### src/rtl/volume_meter.sv
// rtl/volume_meter.sv - windowed peak detector with sequential 0-9 level quantiser
// Accumulation runs continuously; the FSM only freezes snap and the quantiser.
module volume_meter #(
   parameter int SAMPLE_W = 12,
   parameter int MID      = 2048,
   parameter int WINDOW   = 4000,
   parameter int STEP     = 205
) (
   input  logic                clk,
   input  logic                rst_n,
   input  logic                sample_valid,
   input  logic [SAMPLE_W-1:0] mic_in,
   output logic [3:0]          volume_level,
   output logic                level_valid
);

   localparam int CNT_W = (WINDOW > 1) ? $clog2(WINDOW) : 1;
   localparam int THR_W = SAMPLE_W + 1;
   localparam logic [CNT_W-1:0]    CNT_LAST = CNT_W'(WINDOW - 1);
   localparam logic [SAMPLE_W-1:0] MID_C    = SAMPLE_W'(MID);
   localparam logic [THR_W-1:0]    STEP_C   = THR_W'(STEP);

   typedef enum logic [1:0] {
      ACCUM,
      QUANT,
      UPDATE
   } state_t;

   state_t              state;
   state_t              state_next;
   logic [SAMPLE_W-1:0] mag;
   logic [SAMPLE_W-1:0] peak;
   logic [SAMPLE_W-1:0] peak_max;
   logic [SAMPLE_W-1:0] snap;
   logic [CNT_W-1:0]    cnt;
   logic [THR_W-1:0]    thr;
   logic [3:0]          lvl;
   logic [3:0]          idx;
   logic                win_close;

   assign mag       = (mic_in >= MID_C) ? (mic_in - MID_C) : (MID_C - mic_in);
   assign peak_max  = (mag > peak) ? mag : peak;
   assign win_close = sample_valid && (cnt == CNT_LAST);

   always_ff @(posedge clk or negedge rst_n) begin
      if (!rst_n) begin
         state <= ACCUM;
      end else begin
         state <= state_next;
      end
   end

   always_comb begin
      state_next = state;
      case (state)
         ACCUM:   if (win_close) state_next = QUANT;
         QUANT:   if (idx == 4'd9) state_next = UPDATE;
         UPDATE:  state_next = ACCUM;
         default: state_next = ACCUM;
      endcase
   end

   // Window accumulator: independent of the FSM so no samples are lost during QUANT.
   always_ff @(posedge clk or negedge rst_n) begin
      if (!rst_n) begin
         peak <= '0;
         cnt  <= '0;
      end else if (sample_valid) begin
         if (cnt == CNT_LAST) begin
            peak <= '0;
            cnt  <= '0;
         end else begin
            peak <= peak_max;
            cnt  <= cnt + 1'b1;
         end
      end
   end

   // Quantiser: thr walks STEP, 2*STEP, ... 9*STEP; the last passing idx wins.
   always_ff @(posedge clk or negedge rst_n) begin
      if (!rst_n) begin
         snap         <= '0;
         lvl          <= '0;
         idx          <= 4'd1;
         thr          <= STEP_C;
         volume_level <= '0;
         level_valid  <= 1'b0;
      end else begin
         level_valid <= 1'b0;
         case (state)
            ACCUM: begin
               if (win_close) begin
                  snap <= peak_max;
                  lvl  <= '0;
                  idx  <= 4'd1;
                  thr  <= STEP_C;
               end
            end
            QUANT: begin
               if ({1'b0, snap} >= thr) lvl <= idx;
               thr <= thr + STEP_C;
               idx <= idx + 4'd1;
            end
            UPDATE: begin
               volume_level <= lvl;
               level_valid  <= 1'b1;
               thr          <= STEP_C;
               idx          <= 4'd1;
            end
            default: begin
               thr <= STEP_C;
            end
         endcase
      end
   end

endmodule
### config.mk
export PLATFORM = sky130hd
export DESIGN_NAME = volume_meter
export DESIGN_NICKNAME = d
export VERILOG_FILES = /design/src/rtl/volume_meter.sv
export SDC_FILE = /design/constraint.sdc
export NUM_CORES = 1
export LEC_CHECK = 0
export BUFFER_PORTS_ARGS = -buffer_cell sky130_fd_sc_hd__clkbuf_2
export CORE_MARGIN = 10
export CORE_UTILIZATION = 55
export DETAILED_ROUTE_END_ITERATION = 10
export MAX_ROUTING_LAYER = met4
export PLACE_DENSITY = 0.84
export SLEW_MARGIN = 20
export SYNTH_ARGS = -nofsm -noshare
export SYNTH_HDL_FRONTEND = slang
export SYNTH_SLANG_ARGS = --single-unit
### constraint.sdc
create_clock -name clk -period 3.5 [get_ports clk]
set_input_delay 0.175 -clock clk [delete_from_list [all_inputs] [get_ports clk]]
set_output_delay 0.175 -clock clk [all_outputs]
set_load 0.005 [all_outputs]
==> results.md <==
- complete, but fails checks — outcome
- hold timing — failing checks
- 64 — Yosys reg bits
- 6 — CP max FO
- 64 — TritonCTS sink count
- clkbuf_2, or4_1, nor4b_2, nor4b_4, ha_1, a21oi_1, o21ai_0, a2111oi_0, a21oi_1, o21ai_0, buf_4, a22o_1 — list of cells traversed by the critical path
- compound AO/OA/AOI/OAI gates — dominant combinational cell family by area after synthesis
- 6460 um^2 — core region area
- 457 — Nets
- 7.74 mm — Routed WL
- 39 — total count of hold-check failures in the final report
- 479 — placed cell count
- 4 — TritonRoute pass-1 iters
- 102 um — Die Ht
- 13.3 mm — wire length of the first global-routing pass
- 3.78 ns — required time reported for the critical path endpoint
- 102 um — horizontal extent of the die
- 2901 — number of vias after detailed routing
- 0.163 — compound-gate portion of the synthesized area
- 430 — net count after synthesis
- 5.86 — vias per std cell
- 0.434 — portion of the post-synthesis area used by sequential elements
- 0 — overflow left after global routing
- 0.57 ns — longest individual stage delay on the worst path
- -0.0297 ns — worst hold slack across all endpoints
- 0 — Residual DRC
- 0 — Yosys warnings
- 9 — length in cells of the worst reg-to-reg path
- 0 — number of flops mapped to enable cells by yosys
- sky130_fd_sc_hd__dfrtp_1 (58), sky130_fd_sc_hd__nand2_1 (35), sky130_fd_sc_hd__inv_1 (34) — top library cells by usage in the layout, fill and taps aside
- 0 — antenna fix cells
- built — TritonCTS clock tree
- 0.00218 W — Final Total Pwr
- 1.97 nW — Leakage
- 0.417 — sequential power share
- 0.331 — relative contribution of the clock network to total power
- 0 ns — setup total negative slack
- 0.896 — share of the clock period used by the worst path after layout
- 2 — number of buffers and inverters on the critical path
- primary input to register — kind of critical path
- 0.00149 W — cell internal power dissipation
- 9 — number of buffers inserted during clock tree synthesis
- 0.252 — Comb pwr share
- 47 — post-synthesis cell type count
- compound AO/OA/AOI/OAI gates — Top Family by Delay on Critical Path
- 0 — final max-slew violation count
- 12 — count of cell instances traversed by the critical path
- 3.42 ns — CP Data Arrival Time
- primary input — CP Launch Type
- 29 — number of placement rows
- sky130_fd_sc_hd__clkbuf_8 — buffer cell driving the clock tree root
- 0.316 — switching fraction of total power
- -0.0403 ns — pre-CTS WS
- 0.319 GHz — fmax
- 151 — initial detailed-routing violation count
- 2 — number of buffers between clock root and the deepest sink
- 0.0449 — Post-Synth XOR/XNOR Area
- primary input to async pin — Worst Hold Class
- 0.152 — share of synthesized cell area in and, or, nand and nor gates
- 0 — residual antenna-violating net count after detailed routing
- 0.162 — overall track demand over capacity in global routing
- 495 — fin cells
- sky130_fd_sc_hd__or4_1 — cell with the largest stage delay on the worst path
- 0.207 — met1 usage
- 0.281 mV — worst supply voltage drop on vdd
- 0 — setup-violating endpoint count in the final report
- 0.379 — worst rel slew slack
- 0.000687 W — net switching power
- sky130_fd_sc_hd__dfrtp_1 — most frequent standard cell in the layout excluding fill and tap cells
- 0.931 ns — transition time of the tightest slew-check pin
- 386 — Post-Synthesis Cells
- 3 — Clock H-tree levels
- 0 — count of buffers added by post-CTS timing repair for setup
- 15.6 um — average wire per standard cell
- 0.867 — gpl congestion
- 0.146 — share of cells above drive strength 1
- 1.00 — share of flip-flops with an asynchronous set or reset after synthesis
- sky130_fd_sc_hd__dfrtp_1 — Synth Flop Type
- 0.0979 — post-synthesis share of cell area spent on full adders, half adders and majority gates
- 0 — antenna violations before repair
- 0.34 ns — clk_lat worst skew
- 9.60 um^2 — mean area per synthesized cell
- register — kind of end point of the critical path
- 42 — maximum number of pins on one net before global-route repair
- 11.9% — area delta synth->final
- 2925 — number of global-route vias before repair
- met2 — peak-usage layer in the global routing report
- false — RSZ-0062 raised after global routing
- 0 — MaxCap Viol Count
- 0.0611 — mux contribution to synthesized area
- 19 — number of port buffers
- 525 nW/um^2 — power density normalized to cell area
- 3710 um^2 — mapped cell area
- 5.82 mm — half-perimeter wire length after placement
- 0.254 — met2 track demand over resource in global routing
- 0.07 ns — Clock Pin Slew Worst Setup and Hold Paths
- 0.574 — Initial Utilization
- 3.14 ns — time the worst path needs with I/O delays and setup
- 0.0223 — met3 usage
- 0.362 ns — least setup slack across all paths after layout
- 10400 um^2 — Die Area
- 20 — number of top-level pins
- 0.0133 ns — Setup Skew
cell families after synthesis:
| logic type | Yosys count |
|---|---|
| multiplexers | 22 |
| adder cells (fa/ha/maj) | 29 |
| buffers and inverters | 45 |
| AO/OA/AOI/OAI | 93 |
| XOR/XNOR | 19 |
| AND/OR/NAND/NOR | 114 |
| flip-flops | 64 |
final timing paths:
path | from | endpoint | slack [ns]
max reg2reg | peak[11] | peak[0] | 1.07
min reg2reg | idx[2] | state[1] | 0.49
max in group asynchronous | rst_n | thr[3] | 2.61
min | rst_n | cnt[7] | -0.03
min in group clk | mic_in[0] | peak[0] | 0.14
max | mic_in[6] | peak[0] | 0.36
power groups by stage:
| stage | registers, W | logic, W | clock network [W] |
|---|---|---|---|
| 5_1_grt | 0.000918 | 0.000611 | 0.000762 |
| 6_report | 0.000908 | 0.000548 | 0.000720 |
| 4_1_cts | 0.000904 | 0.000549 | 0.000729 |
| 3_3_place_gp | 0.000912 | 0.000512 | 0 |
| 2_1_floorplan | 0.000893 | 0.000403 | 0 |
| 3_5_place_dp | 0.000917 | 0.000541 | 0 |
sequential cells by signal, summed over array words and instances (netlist names):
register      flops
thr              13
cnt              12
peak             12
snap             12
idx               4
lvl               4
volume_level      4
state             2
level_valid       1
per-stage QoR:
step	util	area [um^2]
2_1_floorplan	-	3710
3_3_place_gp	0.606	3910
3_5_place_dp	0.606	3910
4_1_cts	0.641	4140
5_1_grt	0.642	4150
6_report	0.642	4150
layer usage:
layer  up-vias  part of all wire
li1       1422                 -
met5         -                 0
met1      1382              0.47
met4         0             0.025
met2        78              0.47
met3        19             0.031
Yosys cell counts (3+ instances only):
cell type	instances	area [um^2]
sky130_fd_sc_hd__dfrtp_1	58	1450
sky130_fd_sc_hd__nand2_1	35	131
sky130_fd_sc_hd__inv_1	34	128
sky130_fd_sc_hd__o21ai_0	33	165
sky130_fd_sc_hd__nor2_1	31	116
sky130_fd_sc_hd__ha_1	29	363
sky130_fd_sc_hd__a21oi_1	22	110
sky130_fd_sc_hd__mux2i_1	17	170
sky130_fd_sc_hd__a22o_1	13	114
sky130_fd_sc_hd__xor2_1	13	114
sky130_fd_sc_hd__clkbuf_1	9	33.8
sky130_fd_sc_hd__nand3_1	9	45.0
sky130_fd_sc_hd__nor3_1	7	35.0
sky130_fd_sc_hd__dfstp_2	6	158
sky130_fd_sc_hd__nand4_1	6	37.5
sky130_fd_sc_hd__xnor2_1	6	52.6
sky130_fd_sc_hd__mux2_2	5	56.3
sky130_fd_sc_hd__a21o_1	4	30.0
sky130_fd_sc_hd__nor2b_1	4	25.0
sky130_fd_sc_hd__o211ai_1	4	30.0
sky130_fd_sc_hd__a31oi_1	3	18.8
sky130_fd_sc_hd__nand2b_1	3	18.8
sky130_fd_sc_hd__nor4_1	3	18.8
sky130_fd_sc_hd__o31ai_1	3	22.5
final cells by class:
type	instances	area, um^2
inverters	34	128
clock buffers	9	124
flip-flops and latches	64	1610
repair buffers	27	155
multi-input cells	277	1930
well taps	77	96.3
clock inverters	7	103
fillers	492	2310
timing repair:
item,4_1_cts,5_1_grt
hold buffers,0,0
resized for setup,0,1
endpoints found under the setup margin,0,9
Note: power is estimated with default switching activity, not from simulation.
